--- config.mk ---
export PLATFORM = sky130hd
export DESIGN_NAME = conv_layer_scheduler_flat
export DESIGN_NICKNAME = d
export VERILOG_FILES = /design/src/rtl/conv_layer_scheduler_if.sv /design/src/rtl/conv_layer_scheduler.sv /design/src/flat_wrapper.sv
export SDC_FILE = /design/constraint.sdc
export NUM_CORES = 1
export LEC_CHECK = 0
export ABC_AREA = 0
export BUFFER_PORTS_ARGS = -buffer_cell sky130_fd_sc_hd__buf_4
export CAP_MARGIN = 20
export CORE_MARGIN = 1.5
export CORE_UTILIZATION = 48
export DETAILED_ROUTE_END_ITERATION = 10
export PLACE_DENSITY_LB_ADDON = 0.3
export SYNTH_ARGS = -nofsm -noshare
export SYNTH_HDL_FRONTEND = slang
export SYNTH_SLANG_ARGS = --single-unit
--- constraint.sdc ---
create_clock -name clk -period 1.6 [get_ports clk]
set_clock_uncertainty 0.15 [all_clocks]
set_input_delay 0.08 -clock clk [delete_from_list [all_inputs] [get_ports clk]]
set_output_delay 0.08 -clock clk [all_outputs]
set_load 0.03 [all_outputs]
--- src/rtl/conv_layer_scheduler_if.sv ---
// rtl/conv_layer_scheduler_if.sv - upstream pixel handshake and paced layer pixel strobe
interface conv_layer_scheduler_if #(
  parameter int BitSize = 8
);
  logic               s_valid;
  logic [BitSize-1:0] s_data;
  logic               s_ready;
  logic               layer_in_valid;
  logic [BitSize-1:0] layer_in_data;

  modport master (
    output s_valid, s_data,
    input  s_ready, layer_in_valid, layer_in_data
  );

  modport slave (
    input  s_valid, s_data,
    output s_ready, layer_in_valid, layer_in_data
  );
endinterface

--- src/rtl/conv_layer_scheduler.sv ---
// rtl/conv_layer_scheduler.sv - paces one frame of pixels into a conv/pool layer, then drains and clears it
module conv_layer_scheduler #(
  parameter int BitSize        = 8,
  parameter int ImageWidth     = 16,
  parameter int CyclesPerPixel = 8,
  parameter int DrainTimeout   = 1024,
  localparam int Total         = ImageWidth * ImageWidth,
  localparam int IdxW          = $clog2(Total + 1)
) (
  input  logic                 clk,
  input  logic                 res_n,
  input  logic                 start,
  conv_layer_scheduler_if.slave bus,
  input  logic                 pooling_done,
  output logic                 layer_rst,
  output logic                 busy,
  output logic [IdxW-1:0]      pixel_idx,
  output logic                 frame_done,
  output logic                 timeout_err
);

  localparam int PaceW  = (CyclesPerPixel > 1) ? $clog2(CyclesPerPixel) : 1;
  localparam int DrainW = $clog2(DrainTimeout);

  localparam logic [PaceW-1:0]  PaceLoad  = PaceW'(CyclesPerPixel - 1);
  localparam logic [IdxW-1:0]   TotalIdx  = IdxW'(Total);
  localparam logic [DrainW-1:0] DrainLast = DrainW'(DrainTimeout - 1);

  typedef enum logic [1:0] {
    IDLE,
    FEED,
    DRAIN,
    DONE
  } state_t;

  state_t            state, state_nx;
  logic [PaceW-1:0]  pace, pace_nx;
  logic [IdxW-1:0]   idx_nx;
  logic [DrainW-1:0] drain_cnt, drain_nx;
  logic              ready_c;
  logic              accept;
  logic              timeout_set;

  always_comb begin
    state_nx    = state;
    pace_nx     = pace;
    idx_nx      = pixel_idx;
    drain_nx    = drain_cnt;
    ready_c     = 1'b0;
    accept      = 1'b0;
    timeout_set = 1'b0;
    case (state)
      IDLE: begin
        // busy is still high in the frame_done cycle, so a start there is dropped
        if (start && !busy) begin
          state_nx = FEED;
          idx_nx   = '0;
          pace_nx  = '0;
        end
      end
      FEED: begin
        ready_c = (pace == '0) && (pixel_idx < TotalIdx);
        accept  = ready_c && bus.s_valid;
        if (pace != '0) begin
          pace_nx = pace - 1'b1;
        end
        if (accept) begin
          pace_nx = PaceLoad;
          idx_nx  = pixel_idx + 1'b1;
          if (pixel_idx == TotalIdx - 1'b1) begin
            state_nx = DRAIN;
            drain_nx = '0;
          end
        end
      end
      DRAIN: begin
        drain_nx = drain_cnt + 1'b1;
        if (pooling_done) begin
          state_nx = DONE;
        end else if (drain_cnt == DrainLast) begin
          timeout_set = 1'b1;
          state_nx    = DONE;
        end
      end
      DONE: begin
        state_nx = IDLE;
      end
      default: begin
        state_nx = IDLE;
      end
    endcase
  end

  assign bus.s_ready = ready_c;

  always_ff @(posedge clk or posedge res_n) begin
    if (res_n) begin
      state              <= IDLE;
      pace               <= '0;
      pixel_idx          <= '0;
      drain_cnt          <= '0;
      bus.layer_in_valid <= 1'b0;
      bus.layer_in_data  <= '0;
      layer_rst          <= 1'b1;
      busy               <= 1'b0;
      frame_done         <= 1'b0;
      timeout_err        <= 1'b0;
    end else begin
      state              <= state_nx;
      pace               <= pace_nx;
      pixel_idx          <= idx_nx;
      drain_cnt          <= drain_nx;
      bus.layer_in_valid <= accept;
      if (accept) begin
        bus.layer_in_data <= bus.s_data;
      end
      layer_rst  <= (state == DONE);
      frame_done <= (state == DONE);
      busy       <= (state_nx != IDLE) || (state == DONE);
      if (timeout_set) begin
        timeout_err <= 1'b1;
      end
    end
  end

endmodule

--- src/flat_wrapper.sv ---
// flat-port wrapper written by rule: the top's interface ports become plain ports
module conv_layer_scheduler_flat 
#(
  parameter int BitSize        = 8,
  parameter int ImageWidth     = 16,
  parameter int CyclesPerPixel = 8,
  parameter int DrainTimeout   = 1024,
  localparam int Total         = ImageWidth * ImageWidth,
  localparam int IdxW          = $clog2(Total + 1)
)
  (clk, res_n, start, pooling_done, layer_rst, busy, pixel_idx, frame_done, timeout_err, bus_s_valid, bus_s_data, bus_s_ready, bus_layer_in_valid, bus_layer_in_data);
  conv_layer_scheduler_if #(.BitSize(BitSize)) bus_i ();
  input  logic clk;
  input  logic res_n;
  input  logic start;
  input  logic pooling_done;
  output logic layer_rst;
  output logic busy;
  output logic [IdxW-1:0] pixel_idx;
  output logic frame_done;
  output logic timeout_err;
  input wire logic [$bits(bus_i.s_valid)-1:0] bus_s_valid;
  input wire logic [$bits(bus_i.s_data)-1:0] bus_s_data;
  output wire logic [$bits(bus_i.s_ready)-1:0] bus_s_ready;
  output wire logic [$bits(bus_i.layer_in_valid)-1:0] bus_layer_in_valid;
  output wire logic [$bits(bus_i.layer_in_data)-1:0] bus_layer_in_data;
  assign bus_i.s_valid = bus_s_valid;
  assign bus_i.s_data = bus_s_data;
  assign bus_s_ready = bus_i.s_ready;
  assign bus_layer_in_valid = bus_i.layer_in_valid;
  assign bus_layer_in_data = bus_i.layer_in_data;
  conv_layer_scheduler #(.BitSize(BitSize), .ImageWidth(ImageWidth), .CyclesPerPixel(CyclesPerPixel), .DrainTimeout(DrainTimeout)) u_core (.clk(clk), .res_n(res_n), .start(start), .bus(bus_i), .pooling_done(pooling_done), .layer_rst(layer_rst), .busy(busy), .pixel_idx(pixel_idx), .frame_done(frame_done), .timeout_err(timeout_err));
endmodule
Word level (Yosys, flattened, before mapping)
Index checks and enable logic that the tools add are counted.

Add/subtract/negate cells: 3. Order comparisons: 1. Eq/ne operators: 9. Multiplexer cells: 21. Reductions and logical operators: 14.

Operators with widths (count): $mux W10 (2); $pmux W10 S2 (1); $mux W9 (2); $pmux W9 S2 (1); $add A10 B1 Y10 const B (1); $eq A10 B10 Y1 const B (1); $mux W2 (5); $add A9 B1 Y9 const B (1); $eq A9 B8 Y1 const B (1); $lt A9 B9 Y1 const B (1); $mux W3 (3); $reduce_and A3 Y1 (3); $pmux W2 S4 (1); $ne A2 B1 Y1 const B (3); $pmux W3 S2 (1); $reduce_bool A2 Y1 (3); $mux W1 (5); $eq A2 B2 Y1 const B (2); $logic_and A1 B1 Y1 (3); $logic_not A3 Y1 (1); $ne A3 B1 Y1 const B (1); $reduce_bool A3 Y1 (1); $sub A3 B1 Y3 const B (1); $eq A2 B1 Y1 const B (1); 3 further kinds (3).

Register bits: 37. Bits of input ports: 13. Output and inout bits: 23. Word-level logic and storage cells: 58.

Depth between registers and ports, before layout
Gate-level depths: netlist of run 1.

Depth after elaboration: 7. Mapped depth: 8. Gate-level depth less buffers: 7.

Least setup slack after synthesis of run 1
No wires, ideal clock.

Path kind: register to register. From: register u_core.pixel_idx[2]. To: register u_core.drain_cnt[5]. Setup time: 129 ps. Arrival: 1501 ps. Required time: 1321 ps. Path slack: -180 ps. Cell stages (with the launch flop): 7. Buffers on the path: 0. Clock period less this slack: 1780 ps. Path through: dfrtp_1 -> and4_1 -> and4_1 -> ha_1 -> nand3_2 -> o211ai_1 -> o31ai_1.

Word-level cells in the longest chain between the ends: 5. Elaborated cells between the ends (all ways): 7. Those cells by class: 1 x order compare; 3 x eq/ne; 3 x reduce/logical.

Ends and longest elaborated chain: start, declared (RTL line conv_layer_scheduler.sv:17) `output logic [IdxW-1:0] pixel_idx,`; start signal, assigned (RTL line conv_layer_scheduler.sv:111) `pixel_idx <= idx_nx;`; $lt A9 B9 Y1 (RTL line conv_layer_scheduler.sv:62) `ready_c = (pace == '0) && (pixel_idx < TotalIdx);`; $logic_and A1 B1 Y1 (RTL line conv_layer_scheduler.sv:62); $logic_and A1 B1 Y1 (RTL line conv_layer_scheduler.sv:63) `accept = ready_c && bus.s_valid;`; $ne A2 B1 Y1 (no source line); $reduce_and A3 Y1 (no source line) *; end signal, assigned (RTL line conv_layer_scheduler.sv:112) `drain_cnt <= drain_nx;`; end, declared (RTL line conv_layer_scheduler.sv:39) `logic [DrainW-1:0] drain_cnt, drain_nx;`.

Every way passes the cells marked *; elsewhere a longest branch is shown, timed or not. A chain may end at the register's enable or synchronous reset.

Worst setup path after layout of run 1
From: register u_core.pace[0]. To: register u_core.pace[2].

Word-level cells in the longest chain between the ends: 5. Elaborated cells between the ends (all ways): 10. Those cells by class: 1 x add/sub; 1 x eq/ne; 3 x mux; 5 x reduce/logical.

Ends and longest elaborated chain: start, declared (RTL line conv_layer_scheduler.sv:37) `logic [PaceW-1:0] pace, pace_nx;`; start signal, assigned (RTL line conv_layer_scheduler.sv:110) `pace <= pace_nx;`; branches (longest 5 deep; another with $sub A3 B1 Y3).

Several ways; the timed one is not identified. The select of a mux whose other input is x is not followed.

==> results.py, run 1 <==
metrics = {
    "worst_setup_path": {
        "path_common_cell": "buf_6",
        "crit_slowest_cell": "dfrtp_1",
        "critPathKind": "flop to flop",
        "r2r_slack_ns": -0.20,
        "crit_family": "buffers and inverters",
        "cp_cell_sequence": "inv_2 -> ha_4 -> nor4bb_4 -> buf_6 -> buf_6 -> buf_4 -> nor2_4 -> nor2_2 -> o21a_1",
        "cp_data_arrival_time_ns": 1.95,
        "cp-end-kind": "flop",
        "path_buf_inv": 4,
        "critPathMaxFanout": 7,
        "cp.required_ns": 1.74,
        "reg2reg_depth": 9,
        "cpPeakStageDelay_ns": 0.41,
        "start_kind": "flop",
        "worst-path-stages": 9,
    },
    "timing": {
        "hold_viol_final": 0,
        "worst_pin_slew_ns": 0.463,
        "relSlewSlack_pct": 69.1,
        "min_period_ns": 1.80,
        "fmax_ghz": 0.555,
        "setup_tns_ns": -3.16,
        "finalSetupViolations": 26,
        "drv_slew": 0,
        "fin_ws_ns": -0.203,
        "timing.final.crit_share_pct": 113,
        "rsz0062_at_grt": "yes",
    },
    "min_path": {
        "holdPathStages": 4,
        "hold_path.class": "input port to flop",
    },
    "logic_synthesis": {
        "synth-xor-area-share_pct": 2.50,
        "ys_seq_elements": 37,
        "synth_compound_area_share_pct": 8.72,
        "synth_top_cell_by_area": "dfrtp_1",
        "synthAdderAreaFrac_pct": 3.57,
        "synth.yosys.warnings": 0,
        "synthFlopType": "dfrtp_1",
        "netlist_instances": 154,
        "synth_top_family_by_area": "simple AND/OR/NAND/NOR gates",
        "muxShareOfSynthArea_pct": 8.58,
        "synth-edff-count": 0,
        "ys_async_sr_fraction_pct": 100,
        "netlist_top_cells_area": "dfrtp_1, mux2_4, ha_1",
        "syn_avg_cell_area_um2": 11.4,
        "synth_top_area_share_pct": 51.5,
        "syn_nets": 172,
        "yosys.cell_types.count": 37,
        "synth_commonest_cells": "dfrtp_1, nand2_1, nand3_1, o21ai_0",
        "syn_area_um2": 1750,
        "synth-simple-area-share_pct": 20.4,
        "synth.most_common_cell": "dfrtp_1",
        "yosysSeqAreaShare_pct": 53.0,
    },
    "global_routing": {
        "antenna_found_initial": 0,
        "grt_pass1_vias": 1597,
        "overflow": 0,
        "grt_max_degree": 38,
        "grt_usage_pct": 23.7,
        "grt_pass1_wl_um": 7260,
    },
    "die": {
        "initial_core_util_pct": 51.2,
        "design.die.area_um2": 4020,
        "die_h_um": 63.4,
        "fp.dieW_um": 63.4,
        "placementRows": 21,
        "core_um2": 3420,
        "ioPinCount": 36,
    },
    "power_and_ir_drop": {
        "internal-power_mw": 2.47,
        "p_leak_nw": 1.29,
        "pwr-share-comb_pct": 45.6,
        "seqPwrFrac_pct": 33.2,
        "ir_drop_mv": 1.15,
        "power_density_nw_per_um2": 1430,
        "power_mw": 3.85,
        "swShare_pct": 35.9,
        "p_switching_mw": 1.38,
        "p_clk_share_pct": 21.3,
    },
    "clock_network": {
        "htreeDepth": 2,
        "clock_latency_ns": 0.36,
        "cts_tree": "yes",
        "cts_root_buf": "clkbuf_4",
        "clockBufferDepth": 2,
        "cts.clk_slew.worst_paths_ns": 0.11,
        "cts_made_buffers": 5,
        "cts.sinks": 37,
    },
    "place": {
        "dp_hpwl_um": 2690,
        "globalplace.congestion": 0.817,
        "io_buffers": 35,
        "pre_cts_slack_ns": -0.182,
    },
    "final_layout": {
        "drive_gt1_share_pct": 51.2,
        "finalCoreUtilization_pct": 78.9,
        "n_antenna_cell": 0,
        "area_growth_pct": 54.0,
        "nets": 257,
    },
    "routing": {
        "final_antenna_net_count": 0,
        "drt_iter0_drc": 67,
        "wl_per_cell_um": 19.2,
        "vias": 1600,
        "drt-pass1-iter-count": 4,
        "wl_um": 5490,
        "via_per_inst": 5.59,
        "route.detailed.drc": 0,
    },
    "job": {
        "drv_cap": 0,
    },
    "run_status": {
        "status": "finished, violations left",
        "violations": "setup timing",
    },
}
state kept, by name, indices dropped and copies added (netlist names):
| name | cells |
|---|---|
| u_core.drain_cnt | 10 |
| u_core.pixel_idx | 9 |
| u_core.bus.layer_in_data | 8 |
| u_core.pace | 3 |
| u_core.state | 2 |
| u_core.bus.layer_in_valid | 1 |
| u_core.busy | 1 |
| u_core.frame_done | 1 |
| u_core.layer_rst | 1 |
| u_core.timeout_err | 1 |
final cells by class:
class	count	area, um^2
clock buffers	5	37.5
clock inverters	3	65.1
fillers	191	719
inverters	6	35.0
multi-input cells	108	912
flip-flops and latches	37	938
well taps	46	57.6
repair buffers	81	651
path summary, 6_finish.rpt:
path	from	endpoint
setup / recovery	u_core.pace[0]	u_core.pace[2]
hold / removal	bus_s_valid	u_core.pace[0]
setup reg to reg	u_core.pace[0]	u_core.pace[2]
hold reg to reg	u_core.timeout_err	u_core.timeout_err
max in group asynchronous	res_n	u_core.layer_rst
min in group asynchronous	res_n	u_core.bus.layer_in_valid
metrics by stage:
step | std cells | cell area, um^2 | hold WS, ns
after floorplan | 154 | 1770 | 0.0268
after global placement | 253 | 2220 | 0.0627
after detailed placement | 253 | 2220 | 0.0729
after CTS | 278 | 2530 | 0.108
after global routing | 286 | 2700 | 0.152
final | 286 | 2700 | 0.148
worst min-delay path, cell delays in order:
cell	delay [ns]
buf_4	0.12
nor2b_1	0.16
o21ai_2	0.20
a32oi_1	0.06
per-layer routing:
| layer | track usage, % | vias up | wire length [um] |
|---|---|---|---|
| li1 | - | 725 | - |
| met5 | 0 | - | 0 |
| met1 | 27.6 | 787 | 2030 |
| met2 | 41.2 | 68 | 2950 |
| met3 | 6.43 | 20 | 288 |
| met4 | 9.78 | 0 | 220 |
cells in the final DEF (no fill, tap or decap), types with 2 or more instances in the layout:
cell	Yosys	final
dfrtp_1	36	27
and2_1	2	2
o21ai_0	12	3
nand4_1	5	5
dfrtp_2	0	9
and4_1	3	2
o21ai_1	0	6
xor2_1	5	5
inv_2	0	2
buf_4	3	66
buf_6	0	4
nand2b_1	6	5
dlygate4sd3_1	0	11
a32oi_1	2	2
clkbuf_4	0	5
ha_4	0	3
nand3_2	1	4
mux2_4	8	8
nand2_1	13	12
o21ai_2	0	3
inv_1	5	3
and4b_1	2	2
o211ai_1	4	4
bufinv_16	0	2
mux2i_1	3	3
nor2_1	8	6
nand3_1	12	8
nand3_4	0	2
ha_1	5	2
power by group through the flow:
stage	combinational, mW	sequential [mW]	clock, mW
6_report	1.75	1.28	0.819
5_1_grt	1.84	1.30	0.878
4_1_cts	1.52	1.25	0.817
3_5_place_dp	1.34	1.26	0
3_3_place_gp	1.29	1.25	0
2_1_floorplan	0.508	1.54	0
repair_timing:
item | 4_1_cts | 5_1_grt
hold buffers | 11 | 0
cloned | 0 | 1
setup endpoints to repair | 27 | 30
setup buffers | 6 | 7
gates resized for setup | 13 | 27
pin swaps | 4 | 17
endpoints found under the hold margin | 47 | 0
logic make-up (layout without fill, tap and decap cells):
group | count (synthesis) | count (layout)
AOI/OAI and AO/OA | 25 | 25
xor gates and xnor gates | 5 | 5
adders and majority gates | 5 | 5
buffers and inverters | 10 | 95
DFF | 37 | 37
muxes | 11 | 11
and+or+nand+nor | 61 | 62
(Power assumes the default switching activity.)
==> run 2: changes to the inputs <==
--- a/config.mk
+++ b/config.mk
@@ -8,10 +8,12 @@
 export ABC_AREA = 0
 export BUFFER_PORTS_ARGS = -buffer_cell sky130_fd_sc_hd__buf_4
 export CAP_MARGIN = 20
-export CORE_MARGIN = 1.5
-export CORE_UTILIZATION = 48
+export CELL_PAD_IN_SITES_DETAIL_PLACEMENT = 0
+export CELL_PAD_IN_SITES_GLOBAL_PLACEMENT = 1
+export CORE_MARGIN = 5
+export CORE_UTILIZATION = 38
 export DETAILED_ROUTE_END_ITERATION = 10
-export PLACE_DENSITY_LB_ADDON = 0.3
+export PLACE_DENSITY_LB_ADDON = 0.1
 export SYNTH_ARGS = -nofsm -noshare
 export SYNTH_HDL_FRONTEND = slang
 export SYNTH_SLANG_ARGS = --single-unit
==> results.py, run 2 (synthesized netlist as in run 1, its figures left out) <==
metrics = {
    "worst_setup_path": {
        "critPathMaxFanout": 6,
        "cp_cell_sequence": "inv_2 -> ha_4 -> nor4bb_4 -> buf_6 -> buf_6 -> nand4_1 -> xor2_1 -> nor2_1",
        "critPathKind": "flop to flop",
        "path_common_cell": "buf_6",
        "start_kind": "flop",
        "cp.required_ns": 1.67,
        "cp_data_arrival_time_ns": 1.82,
        "crit_slowest_cell": "dfrtp_1",
        "cp-end-kind": "flop",
        "cpPeakStageDelay_ns": 0.40,
    },
    "power_and_ir_drop": {
        "power_mw": 3.77,
        "internal-power_mw": 2.49,
        "p_leak_nw": 1.33,
        "power_density_nw_per_um2": 1370,
        "swShare_pct": 33.9,
        "p_clk_share_pct": 22.1,
        "p_switching_mw": 1.28,
        "pwr-share-comb_pct": 44.1,
        "ir_drop_mv": 0.781,
        "seqPwrFrac_pct": 33.8,
    },
    "die": {
        "core_um2": 4410,
        "placementRows": 24,
        "design.die.area_um2": 6060,
        "initial_core_util_pct": 39.7,
        "ioPinCount": 36,
        "fp.dieW_um": 77.9,
        "die_h_um": 77.9,
    },
    "timing": {
        "finalSetupViolations": 26,
        "drv_slew": 0,
        "fin_ws_ns": -0.151,
        "rsz0062_at_grt": "yes",
        "hold_viol_final": 0,
        "timing.final.crit_share_pct": 109,
        "relSlewSlack_pct": 68.4,
        "fmax_ghz": 0.571,
        "min_period_ns": 1.75,
        "worst_pin_slew_ns": 0.474,
    },
    "min_path": {
        "hold_path.class": "input port to flop",
    },
    "final_layout": {
        "drive_gt1_share_pct": 52.1,
        "fillers": 350,
        "top_regs": "u_core.drain_cnt (10), u_core.pixel_idx (9), u_core.bus.layer_in_data (8)",
        "largest_register": "u_core.drain_cnt",
        "largest_register_ffs": 10,
        "area_growth_pct": 57.5,
        "finalInstanceArea_um2": 2760,
        "final_common_cell": "buf_4",
        "seq_area_um2": 938,
        "layout_common_cells": "buf_4, dfrtp_1, o21ai_1, dlygate4sd3_1",
        "nets": 259,
        "n_antenna_cell": 0,
        "multiInputGateArea_um2": 920,
    },
    "routing": {
        "wl_um": 4460,
        "drt-pass1-iter-count": 3,
        "route.detailed.drc": 0,
        "via_per_inst": 5.03,
        "wl_per_cell_um": 15.2,
        "vias": 1478,
        "final_antenna_net_count": 0,
        "drt_iter0_drc": 30,
    },
    "global_routing": {
        "grt_usage_pct": 15.5,
        "grt_pass1_vias": 1614,
        "overflow": 0,
        "antenna_found_initial": 0,
        "grt_pass1_wl_um": 7500,
        "grt_max_degree": 38,
    },
    "clock_network": {
        "cts.clk_slew.worst_paths_ns": 0.07,
        "clockBufferDepth": 2,
        "cts_made_buffers": 5,
        "cts_root_buf": "clkbuf_8",
        "cts.sinks": 37,
        "cts_tree": "yes",
        "htreeDepth": 2,
        "clock_latency_ns": 0.29,
    },
    "run_status": {
        "status": "finished, violations left",
        "violations": "setup timing",
    },
    "place": {
        "dpl_cell_area_um2": 2230,
        "io_buffers": 35,
        "dp_hpwl_um": 2900,
        "globalplace.congestion": 0.776,
    },
    "job": {
        "drv_cap": 0,
    },
}
-- run 2: cell count changes in the layout (fill, tap and decap cells not counted), moves of 2 or more --
cell      delta
o21ai_0      -3
o21ai_1      +6
nand3_2      +5
clkbuf_4     -5
o21ai_2      -3
nand2_1      -3
nand3_1      -5
nor2_1       +2
clkbuf_8     +6
nand2_2      +2
-- run 2: per-layer routing --
| metal | global-route usage (%) | wire length, um | vias up |
|---|---|---|---|
| met4 | 6.70 | 109 | 0 |
| met1 | 17.6 | 1850 | 711 |
| met5 | 0 | 0 | - |
| li1 | - | - | 727 |
| met3 | 4.05 | 179 | 12 |
| met2 | 27.2 | 2320 | 28 |
-- run 2: power groups by stage --
stage,Sequential [mW],Combinational (mW),Clock [mW]
detailed placement,1.26,1.35,0
CTS,1.25,1.52,0.852
global route,1.30,1.78,0.904
finish,1.28,1.66,0.833
global placement,1.25,1.31,0
floorplan,1.54,0.508,0
-- run 2: worst max-delay path, delay by kind of cell, from the launching register on --
family,cells,cell delay [ns]
fa+ha+maj,1,0.13
flops,1,0.40
xor+xnor,1,0.18
buf+inv,3,0.40
simple gates,3,0.41
-- run 2: final cells by class --
cell class | instances | area share [%]
repair buffers | 82 | 24.3
repair inverters | 1 | 0.409
flip-flops and latches | 37 | 34.0
clock buffers | 7 | 3.13
multi-input cells | 108 | 33.4
well taps | 52 | 2.36
clock inverters | 1 | 1.09
inverters | 6 | 1.27
-- run 2: timing repair --
| item | 4_1_cts | 5_1_grt |
|---|---|---|
| pin swaps | 14 | 16 |
| resized for setup | 24 | 23 |
| gates cloned | 2 | 0 |
| setup buffers | 5 | 9 |
| endpoints found under the setup margin | 29 | 31 |
| hold endpoints to repair | 47 | 0 |
| hold buffers | 11 | 0 |
-- run 2: worst paths after layout --
| check | cells after the start | slack, ns | end | start |
|---|---|---|---|---|
| worst min register to register | 1 | 0.34 | u_core.timeout_err | u_core.timeout_err |
| worst max-delay path | 8 | -0.15 | u_core.pixel_idx[5] | u_core.pace[1] |
| worst min-delay path | 5 | 0.19 | u_core.drain_cnt[0] | bus_s_valid |
| worst max register to register | 8 | -0.15 | u_core.pixel_idx[5] | u_core.pace[1] |
| min in group asynchronous | 4 | 0.31 | u_core.timeout_err | res_n |
| max in group asynchronous | 4 | 0.63 | u_core.pixel_idx[4] | res_n |
-- run 2: through the flow --
stage	hold WS, ns	TNS [ns]	std cells	worst slack, ns	utilization (%)
final	0.188	-2.28	294	-0.151	62.4
after global routing	0.233	-4.63	294	-0.259	62.4
after CTS	0.177	-2.65	285	-0.165	59.0
after detailed placement	0.0844	-3.07	259	-0.179	50.6
after global placement	0.0708	-2.37	259	-0.138	50.6
after floorplan	0.0268	-1.41	154	-0.126	-
==> run 3: changes to the inputs <==
--- a/config.mk
+++ b/config.mk
@@ -5,13 +5,12 @@
 export SDC_FILE = /design/constraint.sdc
 export NUM_CORES = 1
 export LEC_CHECK = 0
-export ABC_AREA = 0
+export ABC_AREA = 1
 export BUFFER_PORTS_ARGS = -buffer_cell sky130_fd_sc_hd__buf_4
 export CAP_MARGIN = 20
 export CELL_PAD_IN_SITES_DETAIL_PLACEMENT = 0
 export CELL_PAD_IN_SITES_GLOBAL_PLACEMENT = 1
-export CORE_MARGIN = 5
-export CORE_UTILIZATION = 38
+export CORE_UTILIZATION = 36
 export DETAILED_ROUTE_END_ITERATION = 10
 export PLACE_DENSITY_LB_ADDON = 0.1
 export SYNTH_ARGS = -nofsm -noshare
==> results.py, run 3 <==
metrics = {
    "final_layout": {
        "area_growth_pct": 46.1,
        "nets": 350,
        "drive_gt1_share_pct": 35.4,
        "finalInstanceArea_um2": 2830,
        "fillers": 503,
        "top_regs": "u_core.drain_cnt (10), u_core.pixel_idx (9), u_core.bus.layer_in_data (8)",
        "finalCoreUtilization_pct": 55.0,
        "layout_common_cells": "nand2_1, buf_4, dfrtp_1, inv_1, nand3_1",
        "final_common_cell": "nand2_1",
        "largest_register": "u_core.drain_cnt",
        "largest_register_ffs": 10,
        "n_antenna_cell": 0,
    },
    "logic_synthesis": {
        "synth-edff-count": 0,
        "syn_nets": 266,
        "syn_area_um2": 1930,
        "syn_avg_cell_area_um2": 7.79,
        "netlist_top_cells_area": "dfrtp_1, nand2_1, nand3_1",
        "synth_top_area_share_pct": 46.6,
        "synth_commonest_cells": "nand2_1, dfrtp_1, inv_1",
        "synth_top_cell_by_area": "dfrtp_1",
        "synth.yosys.warnings": 0,
        "ys_seq_elements": 37,
        "yosysSeqAreaShare_pct": 48.0,
        "netlist_instances": 248,
        "yosys.cell_types.count": 28,
        "ys_async_sr_fraction_pct": 100,
        "synth.most_common_cell": "nand2_1",
        "synthFlopType": "dfrtp_1",
    },
    "clock_network": {
        "cts_root_buf": "clkbuf_8",
        "cts.clk_slew.worst_paths_ns": 0.08,
        "cts_made_buffers": 5,
        "clockBufferDepth": 2,
        "htreeDepth": 2,
        "cts.sinks": 37,
        "cts_tree": "yes",
        "clock_latency_ns": 0.28,
    },
    "worst_setup_path": {
        "cpPeakStageDelay_ns": 0.39,
        "crit_family": "buffers and inverters",
        "start_kind": "flop",
        "critPathMaxFanout": 2,
        "cp-end-kind": "primary output",
        "cp_cell_sequence": "inv_2 -> ha_4 -> inv_4 -> buf_6 -> nor4_4 -> buf_4",
        "cp_data_arrival_time_ns": 1.41,
        "critPathKind": "flop to primary output",
        "crit_slowest_cell": "dfrtp_1",
        "path_buf_inv": 4,
        "cp.required_ns": 1.37,
    },
    "place": {
        "dpl_cell_area_um2": 2490,
        "dp_hpwl_um": 3100,
        "pre_cts_slack_ns": -0.0905,
        "io_buffers": 35,
        "globalplace.congestion": 0.793,
    },
    "run_status": {
        "status": "finished, violations left",
        "violations": "setup timing",
    },
    "job": {
        "drv_cap": 0,
    },
    "die": {
        "ioPinCount": 36,
        "core_um2": 5140,
        "die_h_um": 75.3,
        "design.die.area_um2": 5670,
        "fp.dieW_um": 75.3,
        "initial_core_util_pct": 37.6,
        "placementRows": 26,
    },
    "timing": {
        "setup_tns_ns": -0.286,
        "finalSetupViolations": 12,
        "worst_pin_slew_ns": 0.481,
        "hold_viol_final": 0,
        "rsz0062_at_grt": "yes",
        "fmax_ghz": 0.608,
        "timing.final.crit_share_pct": 103,
        "fin_ws_ns": -0.0444,
        "drv_slew": 0,
        "min_period_ns": 1.64,
        "relSlewSlack_pct": 67.9,
    },
    "routing": {
        "drt_iter0_drc": 73,
        "route.detailed.drc": 0,
        "final_antenna_net_count": 0,
        "wl_um": 4520,
        "wl_per_cell_um": 11.2,
        "drt-pass1-iter-count": 4,
        "vias": 1779,
        "via_per_inst": 4.41,
    },
    "global_routing": {
        "grt_max_degree": 38,
        "grt_usage_pct": 17.0,
        "antenna_found_initial": 0,
        "grt_pass1_vias": 1587,
        "grt_pass1_wl_um": 7290,
        "overflow": 0,
    },
    "power_and_ir_drop": {
        "power_density_nw_per_um2": 1260,
        "ir_drop_mv": 0.888,
        "p_leak_nw": 1.62,
        "power_mw": 3.56,
    },
    "min_path": {
        "hold_path.class": "input port to flop",
    },
}
## run 3: cell types whose count changed in the layout (fill, tap and decap cells not counted), moves of 8 or more
cell / change
inv_1: +16
o21ai_1: -8
nand3_1: +13
nand2_1: +88
mux2_4: -8
## run 3: path summary, 6_finish.rpt
path                       depth (start not counted)                   startpoint  slack (ns)                          end
max in group asynchronous                          4                        res_n        0.62              u_core.state[1]
setup reg to reg                                  11          u_core.pixel_idx[1]       -0.04          u_core.drain_cnt[2]
setup / recovery                                   6               u_core.pace[1]       -0.04                  bus_s_ready
hold reg to reg                                    2  u_core.bus.layer_in_data[5]        0.33  u_core.bus.layer_in_data[5]
min in group asynchronous                          4                        res_n        0.31  u_core.bus.layer_in_data[2]
hold / removal                                     6                  bus_s_valid         0.1              u_core.state[0]
## run 3: metrics by stage
step,hold WS [ns],std cells
floorplan,0.0396,248
finish,0.0968,403
global route,0.116,403
global placement,0.0827,376
CTS,0.0719,400
detailed placement,0.0893,376
## run 3: cell type report
class	instances	area (um^2)	area share, %
multi-input cells	180	970	34.3
flip-flops and latches	37	931	32.9
repair buffers	79	637	22.5
inverters	29	114	4.03
well taps	70	87.6	3.10
clock buffers	5	68.8	2.44
clock inverters	3	17.5	0.620
## run 3: worst register-to-register path: cells and delay by family, from the launching register on
kind	cells	cell delay, ns
compound gates	1	0.06
flops	1	0.39
buf+inv	1	0.05
fa+ha+maj	2	0.36
simple gates	7	0.51
## run 3: repair_timing
action | in CTS | in global routing
hold buffers | 11 | 0
pin swaps | 11 | 11
gates resized for setup | 15 | 12
setup endpoints to repair | 15 | 23
buffers inserted | 4 | 3
endpoints found under the hold margin | 47 | 0
cloned | 1 | 0
## run 3: per-layer routing
layer / routed length [um] / up-vias / track usage [%]
li1: - / 945 / -
met1: 2220 / 800 / 23.2
met2: 2110 / 32 / 27.5
met3: 165 / 2 / 3.88
met4: 31 / 0 / 4.32
met5: 0 / - / 0
## run 3: report_power, final
part           internal [mW]  switching [mW]
Combinational          0.739           0.923
Clock                  0.301           0.348
Sequential              1.12           0.130
## run 3: kinds of logic after synthesis
| logic type | synth area share (%) |
|---|---|
| xor gates and xnor gates | 1.81 |
| DFF | 48.0 |
| adders and majority gates | 3.24 |
| buffers and inverters | 7.18 |
| and+or+nand+nor | 35.6 |
| AOI/OAI and AO/OA | 4.21 |
